$ cat src/rtl/ssd1963_pkg.sv
// rtl/ssd1963_pkg.sv - shared opcodes, register map and state type for the SSD1963 fill engine
package ssd1963_pkg;

  localparam logic [7:0] CMD_SET_COLUMN = 8'h2A;
  localparam logic [7:0] CMD_SET_PAGE   = 8'h2B;
  localparam logic [7:0] CMD_WRITE_MEM  = 8'h2C;

  localparam logic [2:0] REG_CTRL   = 3'd0;
  localparam logic [2:0] REG_STATUS = 3'd1;
  localparam logic [2:0] REG_X0     = 3'd2;
  localparam logic [2:0] REG_X1     = 3'd3;
  localparam logic [2:0] REG_Y0     = 3'd4;
  localparam logic [2:0] REG_Y1     = 3'd5;
  localparam logic [2:0] REG_COLOR  = 3'd6;

  localparam logic [3:0] ADDR_CMD  = 4'd0;
  localparam logic [3:0] ADDR_DATA = 4'd1;

  localparam logic [3:0] LAST_SETUP_STEP = 4'd10;

  typedef enum logic [1:0] {
    ST_IDLE,
    ST_CMD_SETUP,
    ST_PIXEL,
    ST_DONE
  } fill_state_t;

  // RGB565 to packed {R8, G8, B8} by replicating the top bits into the low bits
  function automatic logic [23:0] expand_rgb565(input logic [15:0] c);
    return {c[15:11], c[15:13], c[10:5], c[10:9], c[4:0], c[4:2]};
  endfunction

endpackage

$ cat src/rtl/ssd1963_wr_timer.sv
// rtl/ssd1963_wr_timer.sv - strobe/gap timing for single downstream byte writes
module ssd1963_wr_timer
  import ssd1963_pkg::*;
#(
  parameter int WR_CYCLES   = 2,
  parameter int IDLE_CYCLES = 1
) (
  input  logic        clk,
  input  logic        reset_n,
  input  logic        req_i,
  input  logic [7:0]  byte_i,
  input  logic        dc_i,
  input  logic        flush_i,
  output logic        ready_o,
  output logic        ack_o,
  output logic        strobe_o,
  output logic [3:0]  avm_address_o,
  output logic [31:0] avm_writedata_o,
  output logic        avm_write_o,
  output logic        avm_chipselect_o,
  output logic [3:0]  avm_byteenable_o
);

  localparam logic [3:0] WR_LOAD  = 4'(WR_CYCLES);
  localparam logic [3:0] GAP_LOAD = 4'(IDLE_CYCLES);

  logic       strobe_q, strobe_d;
  logic       gap_q, gap_d;
  logic [3:0] cnt_q, cnt_d;
  logic [7:0] byte_q, byte_d;
  logic       dc_q, dc_d;

  // Ack on the last gap cycle lets the next request load with no dead cycle
  assign ack_o    = gap_q && (cnt_q == 4'd1);
  assign ready_o  = (!strobe_q && !gap_q) || ack_o;
  assign strobe_o = strobe_q;

  always_comb begin
    strobe_d = strobe_q;
    gap_d    = gap_q;
    cnt_d    = cnt_q;
    byte_d   = byte_q;
    dc_d     = dc_q;
    if (strobe_q) begin
      if (cnt_q == 4'd1) begin
        strobe_d = 1'b0;
        gap_d    = 1'b1;
        cnt_d    = GAP_LOAD;
      end else begin
        cnt_d = cnt_q - 4'd1;
      end
    end else if (flush_i) begin
      gap_d = 1'b0;
      cnt_d = 4'd0;
    end else if (ready_o && req_i) begin
      strobe_d = 1'b1;
      gap_d    = 1'b0;
      cnt_d    = WR_LOAD;
      byte_d   = byte_i;
      dc_d     = dc_i;
    end else if (gap_q) begin
      if (cnt_q == 4'd1) begin
        gap_d = 1'b0;
        cnt_d = 4'd0;
      end else begin
        cnt_d = cnt_q - 4'd1;
      end
    end
  end

  always_ff @(posedge clk) begin
    if (!reset_n) begin
      strobe_q <= 1'b0;
      gap_q    <= 1'b0;
      cnt_q    <= 4'd0;
      byte_q   <= 8'd0;
      dc_q     <= 1'b0;
    end else begin
      strobe_q <= strobe_d;
      gap_q    <= gap_d;
      cnt_q    <= cnt_d;
      byte_q   <= byte_d;
      dc_q     <= dc_d;
    end
  end

  assign avm_write_o      = strobe_q;
  assign avm_chipselect_o = strobe_q;
  assign avm_byteenable_o = strobe_q ? 4'b0001 : 4'b0000;
  assign avm_address_o    = strobe_q ? (dc_q ? ADDR_DATA : ADDR_CMD) : 4'd0;
  assign avm_writedata_o  = strobe_q ? {24'd0, byte_q} : 32'd0;

endmodule

$ cat src/rtl/ssd1963_fill_engine.sv
// rtl/ssd1963_fill_engine.sv - rectangle fill engine driving the SSD1963 8-bit bus slave
module ssd1963_fill_engine
  import ssd1963_pkg::*;
#(
  parameter int WR_CYCLES   = 2,
  parameter int IDLE_CYCLES = 1
) (
  input  logic        clk,
  input  logic        reset_n,
  input  logic [2:0]  avs_address,
  input  logic        avs_write,
  input  logic        avs_read,
  input  logic [31:0] avs_writedata,
  output logic [31:0] avs_readdata,
  output logic [3:0]  avm_address,
  output logic [31:0] avm_writedata,
  output logic        avm_write,
  output logic        avm_chipselect,
  output logic [3:0]  avm_byteenable,
  output logic        irq
);

  fill_state_t state_q, state_d;
  logic [15:0] x0_q, x0_d, x1_q, x1_d, y0_q, y0_d, y1_q, y1_d, color_q, color_d;
  logic [23:0] rgb_q, rgb_d;
  logic [3:0]  step_q, step_d;
  logic [1:0]  phase_q, phase_d;
  logic [15:0] col_q, col_d, row_q, row_d;
  logic        last_q, last_d, abort_q, abort_d;
  logic        done_q, done_d, err_q, err_d, irq_q, irq_d;
  logic [31:0] rdata_q, rdata_d;

  logic        busy, idle, start_wr, abort_wr, status_wr;
  logic        req, req_dc, flush, wt_ready, wt_ack, wt_strobe;
  logic [7:0]  req_byte, setup_byte, pixel_byte;
  logic        setup_dc;
  logic        unused_wdata;

  assign busy         = (state_q == ST_CMD_SETUP) || (state_q == ST_PIXEL);
  assign idle         = (state_q == ST_IDLE);
  assign start_wr     = avs_write && (avs_address == REG_CTRL) && avs_writedata[0];
  assign abort_wr     = avs_write && (avs_address == REG_CTRL) && avs_writedata[1];
  assign status_wr    = avs_write && (avs_address == REG_STATUS);
  assign unused_wdata = &{1'b0, avs_writedata[31:16]};

  always_comb begin
    x0_d    = x0_q;
    x1_d    = x1_q;
    y0_d    = y0_q;
    y1_d    = y1_q;
    color_d = color_q;
    if (avs_write && idle) begin
      case (avs_address)
        REG_X0:    x0_d    = avs_writedata[15:0];
        REG_X1:    x1_d    = avs_writedata[15:0];
        REG_Y0:    y0_d    = avs_writedata[15:0];
        REG_Y1:    y1_d    = avs_writedata[15:0];
        REG_COLOR: color_d = avs_writedata[15:0];
        default:   ;
      endcase
    end
  end

  always_comb begin
    rdata_d = 32'd0;
    if (avs_read) begin
      case (avs_address)
        REG_STATUS: rdata_d = {29'd0, done_q, err_q, busy};
        REG_X0:     rdata_d = {16'd0, x0_q};
        REG_X1:     rdata_d = {16'd0, x1_q};
        REG_Y0:     rdata_d = {16'd0, y0_q};
        REG_Y1:     rdata_d = {16'd0, y1_q};
        REG_COLOR:  rdata_d = {16'd0, color_q};
        default:    rdata_d = 32'd0;
      endcase
    end
  end

  always_comb begin
    case (step_q)
      4'd0:    setup_byte = CMD_SET_COLUMN;
      4'd1:    setup_byte = x0_q[15:8];
      4'd2:    setup_byte = x0_q[7:0];
      4'd3:    setup_byte = x1_q[15:8];
      4'd4:    setup_byte = x1_q[7:0];
      4'd5:    setup_byte = CMD_SET_PAGE;
      4'd6:    setup_byte = y0_q[15:8];
      4'd7:    setup_byte = y0_q[7:0];
      4'd8:    setup_byte = y1_q[15:8];
      4'd9:    setup_byte = y1_q[7:0];
      default: setup_byte = CMD_WRITE_MEM;
    endcase
  end

  assign setup_dc   = !((step_q == 4'd0) || (step_q == 4'd5) || (step_q == LAST_SETUP_STEP));
  assign pixel_byte = (phase_q == 2'd0) ? rgb_q[23:16] :
                      (phase_q == 2'd1) ? rgb_q[15:8]  : rgb_q[7:0];

  always_comb begin
    state_d  = state_q;
    rgb_d    = rgb_q;
    step_d   = step_q;
    phase_d  = phase_q;
    col_d    = col_q;
    row_d    = row_q;
    last_d   = last_q;
    abort_d  = abort_q;
    done_d   = status_wr ? 1'b0 : done_q;
    err_d    = status_wr ? 1'b0 : err_q;
    irq_d    = status_wr ? 1'b0 : irq_q;
    req      = 1'b0;
    req_byte = 8'd0;
    req_dc   = 1'b0;
    flush    = 1'b0;
    case (state_q)
      ST_IDLE: begin
        if (start_wr) begin
          if ((x1_q < x0_q) || (y1_q < y0_q)) begin
            err_d  = 1'b1;
            done_d = 1'b1;
            irq_d  = 1'b1;
          end else begin
            // The first command byte launches here so the strobe starts the cycle after start
            state_d  = ST_CMD_SETUP;
            req      = 1'b1;
            req_byte = CMD_SET_COLUMN;
            req_dc   = 1'b0;
            step_d   = 4'd1;
            phase_d  = 2'd0;
            col_d    = x0_q;
            row_d    = y0_q;
            last_d   = 1'b0;
            abort_d  = 1'b0;
            rgb_d    = expand_rgb565(color_q);
          end
        end
      end
      ST_CMD_SETUP, ST_PIXEL: begin
        if (abort_q) begin
          if (!wt_strobe) begin
            flush   = 1'b1;
            state_d = ST_IDLE;
            abort_d = 1'b0;
            done_d  = 1'b0;
            err_d   = 1'b0;
            irq_d   = 1'b0;
          end
        end else begin
          abort_d = abort_wr;
          if (state_q == ST_CMD_SETUP) begin
            req      = !abort_wr;
            req_byte = setup_byte;
            req_dc   = setup_dc;
            if (req && wt_ready) begin
              if (step_q == LAST_SETUP_STEP) begin
                state_d = ST_PIXEL;
                phase_d = 2'd0;
              end else begin
                step_d = step_q + 4'd1;
              end
            end
          end else if (last_q) begin
            if (wt_ack) begin
              state_d = ST_DONE;
              done_d  = 1'b1;
              irq_d   = 1'b1;
            end
          end else begin
            req      = !abort_wr;
            req_byte = pixel_byte;
            req_dc   = 1'b1;
            if (req && wt_ready) begin
              if (phase_q == 2'd2) begin
                phase_d = 2'd0;
                if (col_q == x1_q) begin
                  col_d = x0_q;
                  if (row_q == y1_q) last_d = 1'b1;
                  else               row_d  = row_q + 16'd1;
                end else begin
                  col_d = col_q + 16'd1;
                end
              end else begin
                phase_d = phase_q + 2'd1;
              end
            end
          end
        end
      end
      default: state_d = ST_IDLE;
    endcase
  end

  always_ff @(posedge clk) begin
    if (!reset_n) begin
      state_q <= ST_IDLE;
      x0_q    <= 16'd0;
      x1_q    <= 16'd0;
      y0_q    <= 16'd0;
      y1_q    <= 16'd0;
      color_q <= 16'd0;
      rgb_q   <= 24'd0;
      step_q  <= 4'd0;
      phase_q <= 2'd0;
      col_q   <= 16'd0;
      row_q   <= 16'd0;
      last_q  <= 1'b0;
      abort_q <= 1'b0;
      done_q  <= 1'b0;
      err_q   <= 1'b0;
      irq_q   <= 1'b0;
      rdata_q <= 32'd0;
    end else begin
      state_q <= state_d;
      x0_q    <= x0_d;
      x1_q    <= x1_d;
      y0_q    <= y0_d;
      y1_q    <= y1_d;
      color_q <= color_d;
      rgb_q   <= rgb_d;
      step_q  <= step_d;
      phase_q <= phase_d;
      col_q   <= col_d;
      row_q   <= row_d;
      last_q  <= last_d;
      abort_q <= abort_d;
      done_q  <= done_d;
      err_q   <= err_d;
      irq_q   <= irq_d;
      rdata_q <= rdata_d;
    end
  end

  assign avs_readdata = rdata_q;
  assign irq          = irq_q;

  ssd1963_wr_timer #(
    .WR_CYCLES   (WR_CYCLES),
    .IDLE_CYCLES (IDLE_CYCLES)
  ) u_wr_timer (
    .clk              (clk),
    .reset_n          (reset_n),
    .req_i            (req),
    .byte_i           (req_byte),
    .dc_i             (req_dc),
    .flush_i          (flush),
    .ready_o          (wt_ready),
    .ack_o            (wt_ack),
    .strobe_o         (wt_strobe),
    .avm_address_o    (avm_address),
    .avm_writedata_o  (avm_writedata),
    .avm_write_o      (avm_write),
    .avm_chipselect_o (avm_chipselect),
    .avm_byteenable_o (avm_byteenable)
  );

endmodule

$ cat config.mk
export PLATFORM = sky130hd
export DESIGN_NAME = ssd1963_fill_engine
export DESIGN_NICKNAME = d
export VERILOG_FILES = /design/src/rtl/ssd1963_pkg.sv /design/src/rtl/ssd1963_wr_timer.sv /design/src/rtl/ssd1963_fill_engine.sv
export SDC_FILE = /design/constraint.sdc
export NUM_CORES = 1
export LEC_CHECK = 0
export ABC_AREA = 1
export BUFFER_PORTS_ARGS = -buffer_cell sky130_fd_sc_hd__buf_2
export CORE_UTILIZATION = 56
export DETAILED_ROUTE_END_ITERATION = 10
export PLACE_DENSITY = 0.77
export SETUP_SLACK_MARGIN = 0.5
export SYNTH_ARGS = -nofsm -noshare
export SYNTH_HDL_FRONTEND = slang
export SYNTH_HIERARCHICAL = 1
export SYNTH_SLANG_ARGS = --single-unit
$ cat constraint.sdc
create_clock -name clk -period 3.3 [get_ports clk]
set_input_delay 0 -clock clk [delete_from_list [all_inputs] [get_ports clk]]
set_output_delay 0 -clock clk [all_outputs]
set_load 0.005 [all_outputs]
==> results by stage <==
Setup path:
- The required time of the critical path is 3680 ps.
- Along the worst path, the maximum fanout reaches 6.
- The kind of end point of the critical path is a flop.
- The worst setup path is launched from a flop.
- The setup slack of the most critical reg-to-reg path is 710 ps.
- For the worst setup path, the data arrival time is 2970 ps.
- The critical path class is reg -> reg.

Routing:
- After detailed routing, the average wire length per cell comes to 19.2 um.
- After detailed routing, the number of vias per cell comes to 5.96.
- The detailed router put a total of 14.4 mm of wire on met1.
- The number of violations reported at the end of detailed-routing iteration 0 is 1270.
- The detailed route wirelength on metal3 is 4.16 mm.
- The length of the first detailed-routing pass in iterations is 9.
- The total routed wirelength is 34.7 mm.
- Wire segments on met2 add up to 14.7 mm in the final route.
- The count of nets left with antenna violations after detail routing is 0.
- The total DRC errors in the routed layout is 8.
- The uppermost layer routed is met4.
- For this block, the via count after detailed routing is 10800.

Floorplan:
- 114 I/O pins were placed.
- The overall die area is 19100 sq um.
- The row count is 49.
- The starting density of the core is 0.574.
- After floorplanning, the core was sized to cover 18100 sq um.
- Measured along the y axis, the die boundary spans 138 um.
- In this run the horizontal extent of the chip is 138 um.

Synthesis:
- The number of distinct standard cells referenced by the synthesized netlist is 49.
- The synthesis-stage register bit count is 172.
- Counting flops with a built-in enable in the synthesized netlist gives 0.
- Summed over all instances, the cell type with the most area after synthesis is dfxtp_1.
- For this run, the register share of the synthesized area comes to 0.332.
- After synthesis, the cell types taking the most area are dfxtp_1 33%, nand2_1 10%, a21oi_1 8.8%.
- Synthesis handed over a netlist of 1527 instances.
- The netlist area before placement is 10400 sq um.
- The proportion of synthesized flip-flops having asynchronous set or reset is 0.
- A synthesized cell averages 6.79 sq um.
- The yosys synthesis warning count is 6.
- For this run, the leading register cell type out of synthesis is dfxtp_1.
- The share of the synthesized area in the top cell type is 0.332.

Power and ir drop:
- The internal portion of the total power is 3980 uW.
- The total power divided by cell area is 602 nW/um^2.
- Of the total power, combinational logic draws 0.334.
- The relative contribution of sequential cells to total power is 0.359.
- IR analysis of the VDD net gives a maximum drop of 0.418 mV.
- The net switching power is 2890 uW.
- Of the total power, the clock network draws 0.307.
- Of the total power, the share spent switching nets is 0.420.
- The leakage dissipation is 0.00480 uW.

Finish:
- The number of antenna diodes in the final layout is 0.
- The area of all placed cells without fillers is 11400 sq um.
- The most common library cell in the layout ignoring fill and taps is nand2_1.
- The top cell types in the final layout, fill and taps aside, are 283 x nand2_1, 182 x a21oi_1, 174 x inv_1.
- The area growth from synthesis to layout is 10.1%.
- The fraction of layout instances using a drive strength above 1 is 0.0948.
- For this run, the share of the core covered by cells in the final layout is 0.631.
- The final-stage net count is 1650.

Clock tree:
- The clock passes through at most 2 buffers.
- The H-tree was split into 4 levels.
- The total clock buffers created by CTS is 17.
- TritonCTS built the clock tree.
- The clock transition time at the flip-flop clock pins of the worst setup and hold paths is 80 ps.
- For this design, the sink count on the clock tree is 172.
- The clock root buffer is clkbuf_16.
- The clock reaches the later pin of the worst-skew pair after 460 ps.

STA:
- The maximum clock skew at final layout is 15.7 ps.
- For the finished layout, the period the worst path requires is 2590 ps.
- The highest attainable clock frequency is 386 MHz.
- The final max-slew violation count is 0.
- The setup TNS after final layout is 0 ps.
- At the pin with the least slew margin, the transition time is 1040 ps.
- Of the available clock period, the critical path in the final layout requires 0.784.
- Measured against its own limit, the worst slew margin works out to 0.305.
- Setup repair after global routing left no endpoint under its margin.
- The number of failing hold endpoints at the final stage is 0.
- Setup violations remaining at the end of the flow were counted as 0.

Placed design:
- The estimated wirelength of the detail-placed design is 25.6 mm.
- The final weighted congestion in routability-driven placement is 1.07.
- The placement-stage cell area is 10600 sq um.
- Buffers placed on the I/O ports in this run total 51.

Global routing:
- The largest net degree at the start of global routing is 87.
- The leftover overflow at the end of global routing is 0.
- The number of global-route vias before repair is 9532.
- The wire length of the first global-routing pass is 54.3 mm.
- The initial antenna violation count is 0.
- Across every metal layer, demand over resource in global routing totals 0.369.

Run status:
- The checks that failed: DRC.
- The flow ran to the end, but the final reports show violations.

Job:
- The count of maximum capacitance violations is 0.

Hold path:
- The class of the most critical hold timing path is in -> reg.
-- cell usage after synthesis (2+ instances only) --
library cell and n:
a211oi_1 6, a21oi_1 182, a221oi_1 16, a22oi_1 5, a2bb2oi_1 2, a31oi_1 6
buf_1 3, buf_2 12, buf_4 55, buf_6 4, clkbuf_1 45, conb_1 2
dfxtp_1 172, ha_1 42, inv_1 175, inv_2 8, nand2_1 285, nand2_4 4
nand3_1 81, nand3_2 3, nand3b_1 2, nand4_1 20, nor2_1 124, nor2_2 7
nor3_1 22, nor3_2 3, o21a_1 2, o21ai_0 140, o21ai_1 2, o22ai_1 41
o31ai_1 2, xnor2_1 3, xor2_1 35
-- layer usage --
metal / vias to the layer above / track usage
li1: 5081 / -
met1: 4964 / 0.519
met2: 665 / 0.546
met3: 92 / 0.0741
met4: 0 / 0.166
met5: - / 0
-- per-stage QoR --
| stage | worst slack (ps) | hold slack [ps] | total power, uW | cells |
|---|---|---|---|---|
| after CTS | 525 | 35.3 | 6790 | 1810 |
| after floorplan | 851 | 120 | 4130 | 1571 |
| final | 713 | 34.1 | 6870 | 1811 |
| after detailed placement | 408 | 311 | 4680 | 1759 |
| after global routing | 547 | 60.3 | 7210 | 1811 |
| after global placement | 471 | 309 | 4640 | 1759 |
-- critical path: stages (launching register included) --
cell,delay [ps]
dfxtp_1,360
inv_1,110
ha_1,260
o21ai_0,120
nand2_1,60
o21ai_0,300
nor3_1,630
a21boi_0,170
o21ai_0,220
nand4_1,120
a21oi_1,170
-- sequential cells by signal, indices dropped and copies added (netlist names), 2 cells and up --
name and flops:
state_q 2, row_q 16, u_wr_timer/cnt_q 4, avs_readdata 16
col_q 16, y0_q 16, x0_q 16, rgb_q 16
color_q 16, x1_q 16, u_wr_timer/byte_q 8, step_q 4
y1_q 16, phase_q 2
-- timing repair --
action | in CTS | in global routing
setup endpoints to repair | 11 | 14
hold endpoints to repair | 81 | 0
cloned | 0 | 0
gates resized for setup | 3 | 7
hold buffers | 19 | 0
buffers inserted | 0 | 1
pin swaps | 0 | 0
-- power groups by stage --
stage	Sequential [uW]	Clock (uW)	Combinational (uW)
after floorplan	2410	0	1720
final	2470	2110	2290
after CTS	2460	2110	2220
after global routing	2490	2200	2520
after global placement	2500	0	2140
after detailed placement	2500	0	2180
-- logic make-up after synthesis --
group | Yosys count | synth area share
AND/OR/NAND/NOR | 557 | 0.232
buffers and inverters | 304 | 0.135
flip-flops | 172 | 0.332
other | 2 | 0.000724
XOR/XNOR | 38 | 0.0321
AO/OA/AOI/OAI | 412 | 0.217
adder cells (fa/ha/maj) | 42 | 0.0507
-- layout make-up --
type	count	area, sq um
clock buffer	18	439
clock inverter	14	171
fill	1660	6670
inverter	184	691
multi-input combinational	1095	5720
sequential	172	3450
tap	229	287
timing repair buffer	99	667
-- worst paths after layout --
check,start,endpoint,depth (start not counted)
max reg2reg,step_q[0],u_wr_timer/byte_q[1],10
max,step_q[0],u_wr_timer/byte_q[1],10
min reg2reg,rgb_q[3],rgb_q[3],2
min,avs_address[2],avs_readdata[0],4
No activity file was read; power rests on OpenSTA's default activity.
